$ cat config.mk
export PLATFORM = sky130hd
export DESIGN_NAME = snake_body_buffer_flat
export DESIGN_NICKNAME = d
export VERILOG_FILES = /design/src/rtl/snake_body_buffer_if.sv /design/src/rtl/snake_body_buffer.sv /design/src/flat_wrapper.sv
export SDC_FILE = /design/constraint.sdc
export NUM_CORES = 1
export LEC_CHECK = 0
export CAP_MARGIN = 20
export CORE_ASPECT_RATIO = 1.2
export CORE_MARGIN = 4
export CORE_UTILIZATION = 40
export DETAILED_ROUTE_END_ITERATION = 10
export PLACE_DENSITY = 0.59
export SYNTH_ARGS = -nofsm -noshare
export SYNTH_HDL_FRONTEND = slang
export SYNTH_SLANG_ARGS = --single-unit
$ cat constraint.sdc
create_clock -name clk -period 4 [get_ports clk]
set_clock_uncertainty 0.15 [all_clocks]
set_input_delay 0.8 -clock clk [delete_from_list [all_inputs] [get_ports clk]]
set_output_delay 0.8 -clock clk [all_outputs]
set_load 0.01 [all_outputs]
$ cat src/rtl/snake_body_buffer_if.sv
// snake_body_buffer_if
// Bundles the three transaction groups of the snake body buffer: step
// (move/grow), renderer read port and collision scan. The game logic and the
// VGA renderer sit on the master side; the buffer itself is the slave.
interface snake_body_buffer_if #(
    parameter int POS_W  = 12,
    parameter int ADDR_W = 7
);

    // Step channel: one new head position per accepted handshake
    logic              step_valid;
    logic              step_grow;
    logic [POS_W-1:0]  step_pos;
    logic              step_ready;

    // Registered random-read port used by the renderer
    logic              rd_en;
    logic [ADDR_W-1:0] rd_idx;
    logic [POS_W-1:0]  rd_data;
    logic              rd_valid;

    // Sequential collision query
    logic              scan_start;
    logic [POS_W-1:0]  scan_pos;
    logic              scan_skip_head;
    logic              scan_busy;
    logic              scan_done;
    logic              scan_hit;

    modport master (
        output step_valid,
        output step_grow,
        output step_pos,
        input  step_ready,
        output rd_en,
        output rd_idx,
        input  rd_data,
        input  rd_valid,
        output scan_start,
        output scan_pos,
        output scan_skip_head,
        input  scan_busy,
        input  scan_done,
        input  scan_hit
    );

    modport slave (
        input  step_valid,
        input  step_grow,
        input  step_pos,
        output step_ready,
        input  rd_en,
        input  rd_idx,
        output rd_data,
        output rd_valid,
        input  scan_start,
        input  scan_pos,
        input  scan_skip_head,
        output scan_busy,
        output scan_done,
        output scan_hit
    );

endinterface

$ cat src/rtl/snake_body_buffer.sv
// snake_body_buffer
// Circular store of snake segment positions. Index 0 is the head, index
// len-1 the tail; segment i lives at address (head_ptr - i) mod DEPTH, so a
// move or grow only advances the head pointer and writes one word.
// Optional feature macro: SNAKE_BUF_SCAN_EN builds the sequential collision
// scanner. Without it the scan outputs are tied low and scan_start is ignored.
module snake_body_buffer #(
    parameter int POS_W  = 12,
    parameter int DEPTH  = 128,
    parameter int ADDR_W = 7
) (
    input  logic               clk,
    input  logic               reset_n,
    input  logic               init,
    input  logic [POS_W-1:0]   init_pos,
    snake_body_buffer_if.slave bus,
    output logic [ADDR_W:0]    len,
    output logic [POS_W-1:0]   head_pos,
    output logic               full
);

    localparam logic [ADDR_W:0]   LEN_ONE   = (ADDR_W + 1)'(1);
    localparam logic [ADDR_W:0]   LEN_DEPTH = (ADDR_W + 1)'(DEPTH);
    localparam logic [ADDR_W-1:0] PTR_ONE   = ADDR_W'(1);

    logic [POS_W-1:0]  mem [DEPTH];
    logic [ADDR_W-1:0] head_ptr;
    logic [ADDR_W-1:0] head_next;
    logic              step_accept;
    logic              scan_busy_int;

    logic [ADDR_W-1:0] rd_addr;
    logic              rd_in_range;

    assign head_next   = head_ptr + PTR_ONE;
    assign step_accept = bus.step_valid && bus.step_ready && !init;
    assign full        = (len == LEN_DEPTH);

    // Steps are refused while a clear is pending or a scan is walking the body
    assign bus.step_ready = !scan_busy_int && !init;

    // Single write port: init overwrites the current head slot, a step writes the next slot
    always_ff @(posedge clk) begin
        if (init) begin
            mem[head_ptr] <= init_pos;
        end else if (step_accept) begin
            mem[head_next] <= bus.step_pos;
        end
    end

    // Head pointer, length and head copy; grow saturates at DEPTH so a full snake just moves
    always_ff @(posedge clk or negedge reset_n) begin
        if (!reset_n) begin
            head_ptr <= '0;
            len      <= LEN_ONE;
            head_pos <= '0;
        end else if (init) begin
            len      <= LEN_ONE;
            head_pos <= init_pos;
        end else if (step_accept) begin
            head_ptr <= head_next;
            head_pos <= bus.step_pos;
            if (bus.step_grow && (len != LEN_DEPTH)) begin
                len <= len + LEN_ONE;
            end
        end
    end

    assign rd_addr     = head_ptr - bus.rd_idx;
    assign rd_in_range = ({1'b0, bus.rd_idx} < len);

    // Renderer read port: registered, sees pre-step contents, returns 0 beyond the tail
    always_ff @(posedge clk or negedge reset_n) begin
        if (!reset_n) begin
            bus.rd_data  <= '0;
            bus.rd_valid <= 1'b0;
        end else begin
            bus.rd_valid <= bus.rd_en;
            if (bus.rd_en && rd_in_range) begin
                bus.rd_data <= mem[rd_addr];
            end else begin
                bus.rd_data <= '0;
            end
        end
    end

`ifdef SNAKE_BUF_SCAN_EN

    typedef enum logic [1:0] {
        SCAN_IDLE,
        SCAN_RUN,
        SCAN_DONE
    } scan_state_e;

    scan_state_e       scan_state;
    scan_state_e       scan_state_next;
    logic [ADDR_W:0]   scan_idx;
    logic [POS_W-1:0]  scan_key;
    logic [POS_W-1:0]  cmp_data;
    logic              cmp_valid;
    logic              cmp_last;
    logic              scan_issue;
    logic              scan_accept;
    logic              scan_hit_set;
    logic              scan_hit_q;
    logic [ADDR_W-1:0] scan_addr;

    assign scan_addr     = head_ptr - scan_idx[ADDR_W-1:0];
    assign scan_busy_int = (scan_state != SCAN_IDLE);

    assign bus.scan_busy = scan_busy_int;
    assign bus.scan_done = (scan_state == SCAN_DONE);
    assign bus.scan_hit  = scan_hit_q;

    // Scanner next state: reads run one index per cycle, the compare trails one cycle behind;
    // a step accepted on the same edge wins over a new query so length never shifts under it
    always_comb begin
        scan_state_next = scan_state;
        scan_issue      = 1'b0;
        scan_accept     = 1'b0;
        scan_hit_set    = 1'b0;
        case (scan_state)
            SCAN_IDLE: begin
                if (bus.scan_start && !init && !step_accept) begin
                    scan_accept     = 1'b1;
                    scan_state_next = SCAN_RUN;
                end
            end
            SCAN_RUN: begin
                scan_issue = (scan_idx < len);
                if (cmp_valid && (cmp_data == scan_key)) begin
                    scan_hit_set    = 1'b1;
                    scan_state_next = SCAN_DONE;
                end else if (cmp_valid && cmp_last) begin
                    scan_state_next = SCAN_DONE;
                end else if (!cmp_valid && !scan_issue) begin
                    scan_state_next = SCAN_DONE;
                end
            end
            SCAN_DONE: begin
                scan_state_next = SCAN_IDLE;
            end
            default: begin
                scan_state_next = SCAN_IDLE;
            end
        endcase
        if (init) begin
            scan_state_next = SCAN_IDLE;
        end
    end

    // Scanner state register
    always_ff @(posedge clk or negedge reset_n) begin
        if (!reset_n) begin
            scan_state <= SCAN_IDLE;
        end else begin
            scan_state <= scan_state_next;
        end
    end

    // Scanner datapath: query capture, read pipeline stage and the held hit flag
    always_ff @(posedge clk or negedge reset_n) begin
        if (!reset_n) begin
            scan_idx   <= '0;
            scan_key   <= '0;
            cmp_data   <= '0;
            cmp_valid  <= 1'b0;
            cmp_last   <= 1'b0;
            scan_hit_q <= 1'b0;
        end else begin
            cmp_valid <= scan_issue && !init;
            if (scan_issue) begin
                cmp_data <= mem[scan_addr];
                cmp_last <= (scan_idx == (len - LEN_ONE));
                scan_idx <= scan_idx + LEN_ONE;
            end
            if (scan_accept) begin
                scan_key <= bus.scan_pos;
                scan_idx <= bus.scan_skip_head ? LEN_ONE : '0;
            end
            if (init || scan_accept) begin
                scan_hit_q <= 1'b0;
            end else if (scan_hit_set) begin
                scan_hit_q <= 1'b1;
            end
        end
    end

`else

    logic unused_scan_inputs;

    assign unused_scan_inputs = ^{bus.scan_start, bus.scan_pos, bus.scan_skip_head};
    assign scan_busy_int      = 1'b0;
    assign bus.scan_busy      = 1'b0;
    assign bus.scan_done      = 1'b0;
    assign bus.scan_hit       = 1'b0;

`endif

endmodule

$ cat src/flat_wrapper.sv
// flat-port wrapper written by rule: the top's interface ports become plain ports
module snake_body_buffer_flat 
#(
    parameter int POS_W  = 12,
    parameter int DEPTH  = 128,
    parameter int ADDR_W = 7
)
  (clk, reset_n, init, init_pos, len, head_pos, full, bus_step_valid, bus_step_grow, bus_step_pos, bus_step_ready, bus_rd_en, bus_rd_idx, bus_rd_data, bus_rd_valid, bus_scan_start, bus_scan_pos, bus_scan_skip_head, bus_scan_busy, bus_scan_done, bus_scan_hit);
  snake_body_buffer_if #(.POS_W(POS_W), .ADDR_W(ADDR_W)) bus_i ();
  input  logic clk;
  input  logic reset_n;
  input  logic init;
  input  logic [POS_W-1:0] init_pos;
  output logic [ADDR_W:0] len;
  output logic [POS_W-1:0] head_pos;
  output logic full;
  input wire logic [$bits(bus_i.step_valid)-1:0] bus_step_valid;
  input wire logic [$bits(bus_i.step_grow)-1:0] bus_step_grow;
  input wire logic [$bits(bus_i.step_pos)-1:0] bus_step_pos;
  output wire logic [$bits(bus_i.step_ready)-1:0] bus_step_ready;
  input wire logic [$bits(bus_i.rd_en)-1:0] bus_rd_en;
  input wire logic [$bits(bus_i.rd_idx)-1:0] bus_rd_idx;
  output wire logic [$bits(bus_i.rd_data)-1:0] bus_rd_data;
  output wire logic [$bits(bus_i.rd_valid)-1:0] bus_rd_valid;
  input wire logic [$bits(bus_i.scan_start)-1:0] bus_scan_start;
  input wire logic [$bits(bus_i.scan_pos)-1:0] bus_scan_pos;
  input wire logic [$bits(bus_i.scan_skip_head)-1:0] bus_scan_skip_head;
  output wire logic [$bits(bus_i.scan_busy)-1:0] bus_scan_busy;
  output wire logic [$bits(bus_i.scan_done)-1:0] bus_scan_done;
  output wire logic [$bits(bus_i.scan_hit)-1:0] bus_scan_hit;
  assign bus_i.step_valid = bus_step_valid;
  assign bus_i.step_grow = bus_step_grow;
  assign bus_i.step_pos = bus_step_pos;
  assign bus_step_ready = bus_i.step_ready;
  assign bus_i.rd_en = bus_rd_en;
  assign bus_i.rd_idx = bus_rd_idx;
  assign bus_rd_data = bus_i.rd_data;
  assign bus_rd_valid = bus_i.rd_valid;
  assign bus_i.scan_start = bus_scan_start;
  assign bus_i.scan_pos = bus_scan_pos;
  assign bus_i.scan_skip_head = bus_scan_skip_head;
  assign bus_scan_busy = bus_i.scan_busy;
  assign bus_scan_done = bus_i.scan_done;
  assign bus_scan_hit = bus_i.scan_hit;
  snake_body_buffer #(.POS_W(POS_W), .DEPTH(DEPTH), .ADDR_W(ADDR_W)) u_core (.clk(clk), .reset_n(reset_n), .init(init), .init_pos(init_pos), .bus(bus_i), .len(len), .head_pos(head_pos), .full(full));
endmodule
---- After elaboration in Yosys (flattened, before gate mapping) ----
Memories as Yosys holds them, arrays and structs flattened.
Cells that the tools add are included.
word-level totals
  flip-flop bits (word level) ............. 40
  bits in latches ......................... 0
  memory bits (writable) .................. 1536
  ROM bits ................................ 0
  memories ................................ 1
memory list
  memory      words  bits a word  rd ports  clocked after memory_dff  write ports  RTL line                 source
  u_core.mem  128    12           1         0                         1            snake_body_buffer.sv:26  logic [POS_W-1:0] mem [DEPTH];
cells by class
  add/sub/neg operators ................... 3
  $mul .................................... 0
  divide/modulo/power cells ............... 0
  magnitude comparators ................... 1
  equality and inequality tests ........... 2
  shifts and indexed selects .............. 0
  multiplexer cells ....................... 14
  bitwise gates (word level) .............. 1
  reductions and logical operators ........ 10
operator list
  operator                                                        count
  12-bit two-way mux                                              4
  8-bit two-way mux                                               3
  12-bit OR reduction                                             1
  8-bit by 1-bit adder with 8-bit output (second input constant)  1
  8-bit equality test (second input constant)                     1
  7-bit by 8-bit < comparator with 1-bit output                   1
  8-bit inequality test (second input constant)                   1
  7-bit by 1-bit adder with 7-bit output (second input constant)  1
  7-bit two-way mux                                               1
  7-bit subtractor                                                1
  1-bit two-way mux                                               6
  1-bit logical AND                                               4
  2-bit AND reduction                                             2
  2-bit nonzero test                                              2
  1-bit logical NOT                                               1
  1-bit NOT                                                       1

---- Longest topological paths before layout ----
Gate-level depths: netlist of the first run.
  depth after elaboration ................. 8
  depth in mapped cells ................... 12
  gate-level depth less buffers ........... 10

---- Worst setup path before layout of the first run ----
OpenSTA, ideal clock, no wires.
  path type ............................... input to register
  from .................................... input port bus_step_valid
  to ...................................... memory u_core.mem[0][10], data pin
  setup time .............................. 0.511 ns
  arrival time ............................ 3.301 ns
  setup slack ............................. 0.038 ns
  cell stages on the path ................. 6
  buffers on the path ..................... 3
  cell sequence ........................... clkbuf_1 nor2b_1 clkbuf_1 clkbuf_1 nand2_1 nand2_1
on the way
  longest elaborated chain between the ends .. 7
ends and longest elaborated chain
  item                                     RTL line                 source
  start, declared                          flat_wrapper.sv:17       input wire logic [$bits(bus_i.step_valid)-1:0] bus_step_valid;
  1-bit logical AND (2 in a row)           snake_body_buffer.sv:36  assign step_accept = bus.step_valid && bus.step_ready && !init;
  1-bit two-way mux                        snake_body_buffer.sv:46  end else if (step_accept) begin
  1-bit two-way mux                        snake_body_buffer.sv:44  if (init) begin
  1-bit two-way mux (implied by the code)  snake_body_buffer.sv:47  mem[head_next] <= bus.step_pos;
  12-bit OR reduction (no source line)     -
  12-bit two-way mux (no source line)      -
  end, declared                            snake_body_buffer.sv:26
No other way between the ends.

---- Worst setup path after layout of the first run ----
  from .................................... input port bus_rd_idx[0]
  to ...................................... register u_core.bus.rd_data[10]
on the way
  longest elaborated chain between the ends .. 3
ends and longest elaborated chain
  item                                                                                      RTL line                                          source
  start, declared                                                                           flat_wrapper.sv:22                                input wire logic [$bits(bus_i.rd_idx)-1:0] bus_rd_idx;
  7-bit subtractor / 7-bit by 8-bit < comparator with 1-bit output (equally long branches)  snake_body_buffer.sv:69, snake_body_buffer.sv:70
  memory read 128 x 12 bit / 1-bit logical AND (equally long branches)                      -
  12-bit two-way mux (*)                                                                    snake_body_buffer.sv:79                           if (bus.rd_en && rd_in_range) begin
  end signal, assigned                                                                      snake_body_buffer.sv:80                           bus.rd_data <= mem[rd_addr];
  end, declared                                                                             snake_body_buffer_if.sv:54                        output rd_data,
Every way passes the cells marked *; elsewhere a longest branch is shown, timed or not.
A chain may end at the register's enable or synchronous reset.

==> impl_metrics.tcl, run 1 <==
set metrics [dict create \
    max_freq_mhz 254 \
    first_pass_iters 5 \
    cpPeakStageDelay_ps 900 \
    path_depth 9 \
    wire_per_inst_um 27.3 \
    min_period_over_period_pct 98.4 \
    synth_seq_cells 1576 \
    critPathMaxFanout 39 \
    finalInstanceArea_um2 73900 \
    cap_violations 0 \
    initial_core_util_pct 40.4 \
    path_class "input port to register" \
    slowest_stage "fa_4" \
    vias 31100 \
    mappedNetlistArea_um2 61900 \
    final_cells 5611 \
    synth_top_area_share_pct 74.5 \
    dr.first_iter.drc_count 2991 \
    design.die.area_um2 161000 \
    pre_cts_slack_ps -796 \
    synth_edf_count 1536 \
    seq_area_um2 47100 \
    grt_pass1_vias 31700 \
    cts.path.max_buffers 3 \
    syn_inst 2958 \
    io_buffers 71 \
    drt_wl_total_um 153000 \
    status "complete, no violations" \
    crit_chain "clkdlybuf4s50_1 > ha_4 > fa_4 > buf_6 > buf_12 > mux4_2 > mux4_2 > o211ai_1 > o32ai_1" \
    synth_warnings 0 \
    finalSetupViolations 0 \
    multiInputGateArea_um2 14000 \
    finalCriticalPeriod_ps 3940 \
    drive_gt1_share_pct 30.8 \
    n_fill_cell 12600 \
    drcViolationCount 0 \
    place_inst 5338 \
    die_x_um 367 \
    cpMostUsedCell "mux4_2" \
    hold_viol_final 0 \
    worstHoldPathType "input port to register" \
    htreeDepth 4 \
    rsz0062_at_grt "true" \
    worstRegToRegCells 8 \
    synthFlopType "edfxtp_1" \
    ys_async_sr_fraction_pct 2.54 \
    gr-total-overflow 0 \
    die_h_um 439 \
    final-max-slew-violation-count 0 \
    p_leak_nw 24.5 \
    endpoint_kind "register" \
    io_pins 89 \
    yosys.area.top_type "edfxtp_1" \
    post_drt_via_cell_ratio 5.55 \
    power.density_nw_per_um2 779 \
    cp-start-kind "input port" \
    drtAntennaViolNets 0 \
    peakVddDrop_v 0.000431 \
    path_buf_inv 3 \
    setup_tns_ps 0 \
    post_cts_buffers 0 \
    worst_slack_ps 63.0 \
    holdPathStages 1 \
    layout.nets 3569 \
    rows 157 \
    syn2layout_area_growth_pct 19.3 \
    cts.sinks 1576 \
    gp_congestion 0.830 \
    synthDistinctLibCells 57 \
    cts_root_buffer "clkbuf_16" \
    max-slew-margin-rel_pct 31.5 \
    gr-usage-all-layers_pct 19.0 \
    dp_hpwl_um 98300 \
    worst_pin_slew_ps 1020 \
    antenna_found_initial 4 \
    coreArea_um2 153000 \
    syn_avg_cell_area_um2 20.9 \
    grt_start_max_net_pins 69 \
    ys_top_cells_by_area "edfxtp_1, mux4_2, mux2i_1" \
    clkTransAtPathRegs_ps 60 \
    cts_tree "done" \
    hold_ws_ps 367 \
    clock_latency_ps 770 \
    worstPathRequired_ps 4490 \
    cts_buffers 146 \
    placed_cell_area_um2 69000 \
    ys_seq_area_share_pct 76.1 \
    arrival_ps 4420 \
    cp_top_family "adder cells" \
    grt_pass1_wl_um 223000 \
]
timing repair:
item	CTS	global route
resized for setup	0	7
hold endpoints to repair	0	21
setup endpoints to repair	0	4
hold buffers	0	1
cells in the final DEF, fill, tap and decap left out, drive strengths merged, types with 28 or more instances in the layout:
| cell | Yosys | routed |
|---|---|---|
| edfxtp | 1536 | 1536 |
| buf | 106 | 483 |
| mux4 | 390 | 390 |
| nand2 | 187 | 187 |
| clkbuf | 55 | 183 |
| mux2i | 157 | 157 |
| nor2 | 153 | 153 |
| clkdlybuf4s50 | 0 | 70 |
| clkinv | 0 | 52 |
| dfrtp | 39 | 39 |
| nand3 | 38 | 38 |
| a211oi | 35 | 35 |
| o21ai | 34 | 34 |
| inv | 21 | 33 |
| and2 | 29 | 29 |
| a21oi | 28 | 28 |
power breakdown:
| group | internal, mW | leakage [nW] | switching [mW] |
|---|---|---|---|
| clock | 7.92 | 2.32 | 6.00 |
| combinational | 11.1 | 7.79 | 13.5 |
| sequential | 18.8 | 14.4 | 0.246 |
| total | 37.8 | 24.5 | 19.8 |
flip-flops by register name, summed over array words and instances, names as in the netlist:
signal / cells
u_core.mem: 1536
u_core.bus.rd_data: 12
u_core.head_pos: 12
u_core.len: 8
u_core.head_ptr: 7
u_core.bus.rd_valid: 1
path summary, 6_finish.rpt:
check                                   start                endpoint  slack, ps
setup / recovery                bus_rd_idx[0]  u_core.bus.rd_data[10]         60
hold / removal                      bus_rd_en     u_core.bus.rd_valid        370
setup reg to reg           u_core.head_ptr[1]  u_core.bus.rd_data[10]        100
hold reg to reg            u_core.head_pos[7]      u_core.head_pos[7]        420
max in group asynchronous             reset_n   u_core.bus.rd_data[4]       2720
min in group asynchronous             reset_n           u_core.len[7]        440
layout make-up:
class / instances / area share [%]
flip-flops and latches: 1576 / 63.8
multi-input cells: 1202 / 19.0
repair buffers: 555 / 7.24
clock buffers: 182 / 5.31
well taps: 1987 / 3.37
clock inverters: 86 / 1.16
inverters: 21 / 0.107
diodes: 2 / 0.00678
logic make-up after synthesis:
family	synth area share, %
multiplexers	16.9
buffers and inverters	1.49
XOR/XNOR	0.338
flip-flops	76.1
AND/OR/NAND/NOR	3.11
AO/OA/AOI/OAI	1.72
adder cells (fa/ha/maj)	0.336
other	0.00606
Yosys cell counts, drive strengths merged (5+ instances only):
cell    number
o21ai       34
mux2i      157
a21oi       28
a32oi       11
o22ai       11
inv         21
dfrtp       39
and3         9
clkbuf      55
nand4       13
a221oi      12
nor2       153
buf        106
a211oi      35
a31oi       10
mux2         7
o221ai       5
mux4       390
nand3       38
ha          15
and2        29
xor2         6
nand2      187
edfxtp    1536
xnor2       14
routing by layer:
| layer | wire (um) | global-route usage [%] | vias to the layer above |
|---|---|---|---|
| li1 | - | - | 13300 |
| met3 | 8960 | 3.27 | 225 |
| met1 | 62500 | 25.5 | 16600 |
| met2 | 77200 | 31.9 | 981 |
| met4 | 4390 | 5.71 | 4 |
| met5 | 27 | 0 | - |
worst register-to-register path: cells and delay by family (launching register included):
family / cells / cell delay, ps
mux: 2 / 1020
flops: 1 / 470
fa+ha+maj: 1 / 960
buf+inv: 3 / 710
compound gates: 2 / 480
stage by stage:
step	util [%]	total power [mW]
floorplan	-	32.6
global placement	45.0	44.0
detailed placement	45.0	44.1
CTS	48.1	58.0
global route	48.2	59.7
finish	48.2	57.5
(Power assumes the default switching activity.)
==> inputs of run 2 (changes only) <==
CORE_ASPECT_RATIO = 0.7   (was 1.2)
==> run 2 against run 1 <==
  * Flip-flop and latch count unchanged
  * Global-route usage increased by 0.53 points
  * Design area increased by 0.65%
  * Register-to-register slack improved by 80 ps
  * Combinational power increased by 4%
  * Core utilization increased by 0.29 points
  * Via count increased by 0.89%
  * Sequential share of layout area decreased by 0.41 points
  * Worst hold slack improved by 18 ps
  * Count of clock-buffer cells in the layout decreased by 8
  * Critical path type is now register to register
==> impl_metrics.tcl, run 2 (synthesized netlist as in run 1, its figures left out) <==
set metrics [dict create \
    finalInstanceArea_um2 74300 \
    power.density_nw_per_um2 789 \
    initial_core_util_pct 40.4 \
    min_period_over_period_pct 95.4 \
    utilization_pct 48.5 \
    worstPathRequired_ps 4460 \
    gp_congestion 0.822 \
    coreArea_um2 153000 \
    final-max-slew-violation-count 0 \
    swShare_pct 34.5 \
    post_cts_buffers 0 \
    seqPwrFrac_pct 32.4 \
    cts_tree "done" \
    crit_chain "inv_1 > fa_4 > buf_12 > buf_12 > mux4_2 > and2_1 > a211oi_1 > buf_4 > a21oi_1 > a221oi_1 > a211oi_1" \
    htreeDepth 4 \
    p_leak_nw 24.5 \
    place_inst 5437 \
    status "complete, no violations" \
    largest_registers "u_core.mem (1536), u_core.bus.rd_data (12), u_core.head_pos (12)" \
    power.switching_mw 20.2 \
    endpoint_kind "register" \
    max-slew-margin-rel_pct 30.5 \
    design.die.area_um2 161000 \
    final_common_cell "edfxtp_1" \
    gr-usage-all-layers_pct 19.5 \
    path_class "register to register" \
    gr-total-overflow 0 \
    first_pass_iters 6 \
    drive_gt1_share_pct 30.9 \
    n_fill_cell 12500 \
    cts.path.max_buffers 3 \
    mostFrequentLayoutCells "edfxtp_1, mux4_2, buf_4" \
    largest_register_ffs 1536 \
    hold_viol_final 0 \
    cts_buffers 144 \
    p_int_mw 38.4 \
    worstHoldPathType "input port to register" \
    finalCriticalPeriod_ps 3820 \
    die_h_um 337 \
    clock_latency_ps 750 \
    vias 31400 \
    seq_area_um2 47100 \
    io_buffers 71 \
    layout.nets 3577 \
    rsz0062_at_grt "false" \
    final_cells 5697 \
    placed_cell_area_um2 69600 \
    dp_hpwl_um 101000 \
    clkPwrFrac_pct 23.7 \
    cts.sinks 1576 \
    cts_root_buffer "clkbuf_16" \
    cp-start-kind "register" \
    arrival_ps 4270 \
    rows 120 \
    drt_wl_total_um 157000 \
    post_drt_via_cell_ratio 5.51 \
    grt_pass1_wl_um 227000 \
    multiInputGateArea_um2 14000 \
    cpPeakStageDelay_ps 900 \
    peakVddDrop_v 0.000644 \
    grt_start_max_net_pins 129 \
    path_buf_inv 4 \
    critPathMaxFanout 24 \
    drcViolationCount 0 \
    wire_per_inst_um 27.6 \
    grt_pass1_vias 31300 \
    slowest_stage "fa_4" \
    cap_violations 0 \
    combPwrFrac_pct 43.9 \
    io_pins 89 \
    regMostFlops "u_core.mem" \
    max_freq_mhz 262 \
    syn2layout_area_growth_pct 20.1 \
    antenna_found_initial 1 \
    drtAntennaViolNets 0 \
    finalSetupViolations 0 \
    cp_top_family "adder cells" \
    dr.first_iter.drc_count 3680 \
    r2r_slack_ps 180 \
    worst_pin_slew_ps 1040 \
    die_x_um 478 \
    clkTransAtPathRegs_ps 70 \
]
[run 2: power by group through the flow]
stage	combinational (mW)	sequential (mW)	clock, mW
3_5_place_dp	25.7	19.4	0
6_report	25.7	19.0	13.9
5_1_grt	27.1	19.0	14.9
2_1_floorplan	13.3	19.3	0
4_1_cts	25.8	19.0	14.1
3_3_place_gp	25.6	19.4	0
[run 2: worst register-to-register path: stages (launching register included)]
cell	delay, ps
dfrtp_1	490
inv_1	160
fa_4	910
buf_12	190
buf_12	220
mux4_2	320
and2_1	170
a211oi_1	280
buf_4	190
a21oi_1	40
a221oi_1	420
a211oi_1	140
[run 2: worst paths after layout]
path,depth (start not counted),end,startpoint
setup / recovery,11,u_core.bus.rd_data[5],u_core.head_ptr[1]
hold / removal,1,u_core.bus.rd_valid,bus_rd_en
setup reg to reg,11,u_core.bus.rd_data[5],u_core.head_ptr[1]
hold reg to reg,2,u_core.head_pos[4],u_core.head_pos[4]
max in group asynchronous,3,u_core.bus.rd_data[2],reset_n
min in group asynchronous,2,u_core.head_pos[7],reset_n
[run 2: metal layers]
layer  vias up  global-route usage, %  wire, um
met3       182                   3.96     12600
met4         0                   4.66      2770
met2      1213                   28.8     70400
li1      13300                      -         -
met5         -                      0         0
met1     16700                   29.8     71200
[run 2: area by class of cell]
class	instances	share of cell area, %
Sequential cell	1576	63.4
Multi-Input combinational cell	1202	18.9
Timing Repair Buffer	565	7.84
Clock buffer	174	5.20
Tap cell	2074	3.49
Clock inverter	84	1.09
Inverter	21	0.106
Antenna cell	1	0.00337
[run 2: timing repair]
item,4_1_cts,5_1_grt
hold buffers,1,0
resized for setup,0,6
setup endpoints to repair,0,5
endpoints found under the hold margin,19,0
[run 2: metrics by stage]
stage | power (mW) | TNS [ps] | hold slack (ps) | setup slack (ps)
finish | 58.6 | 0 | 385 | 185
global placement | 44.9 | -10870 | 404 | -746
detailed placement | 45.0 | -7170 | 412 | -754
floorplan | 32.6 | 0 | 354 | 38.0
CTS | 58.9 | 0 | 319 | 65.2
global route | 61.0 | 0 | 381 | 47.2
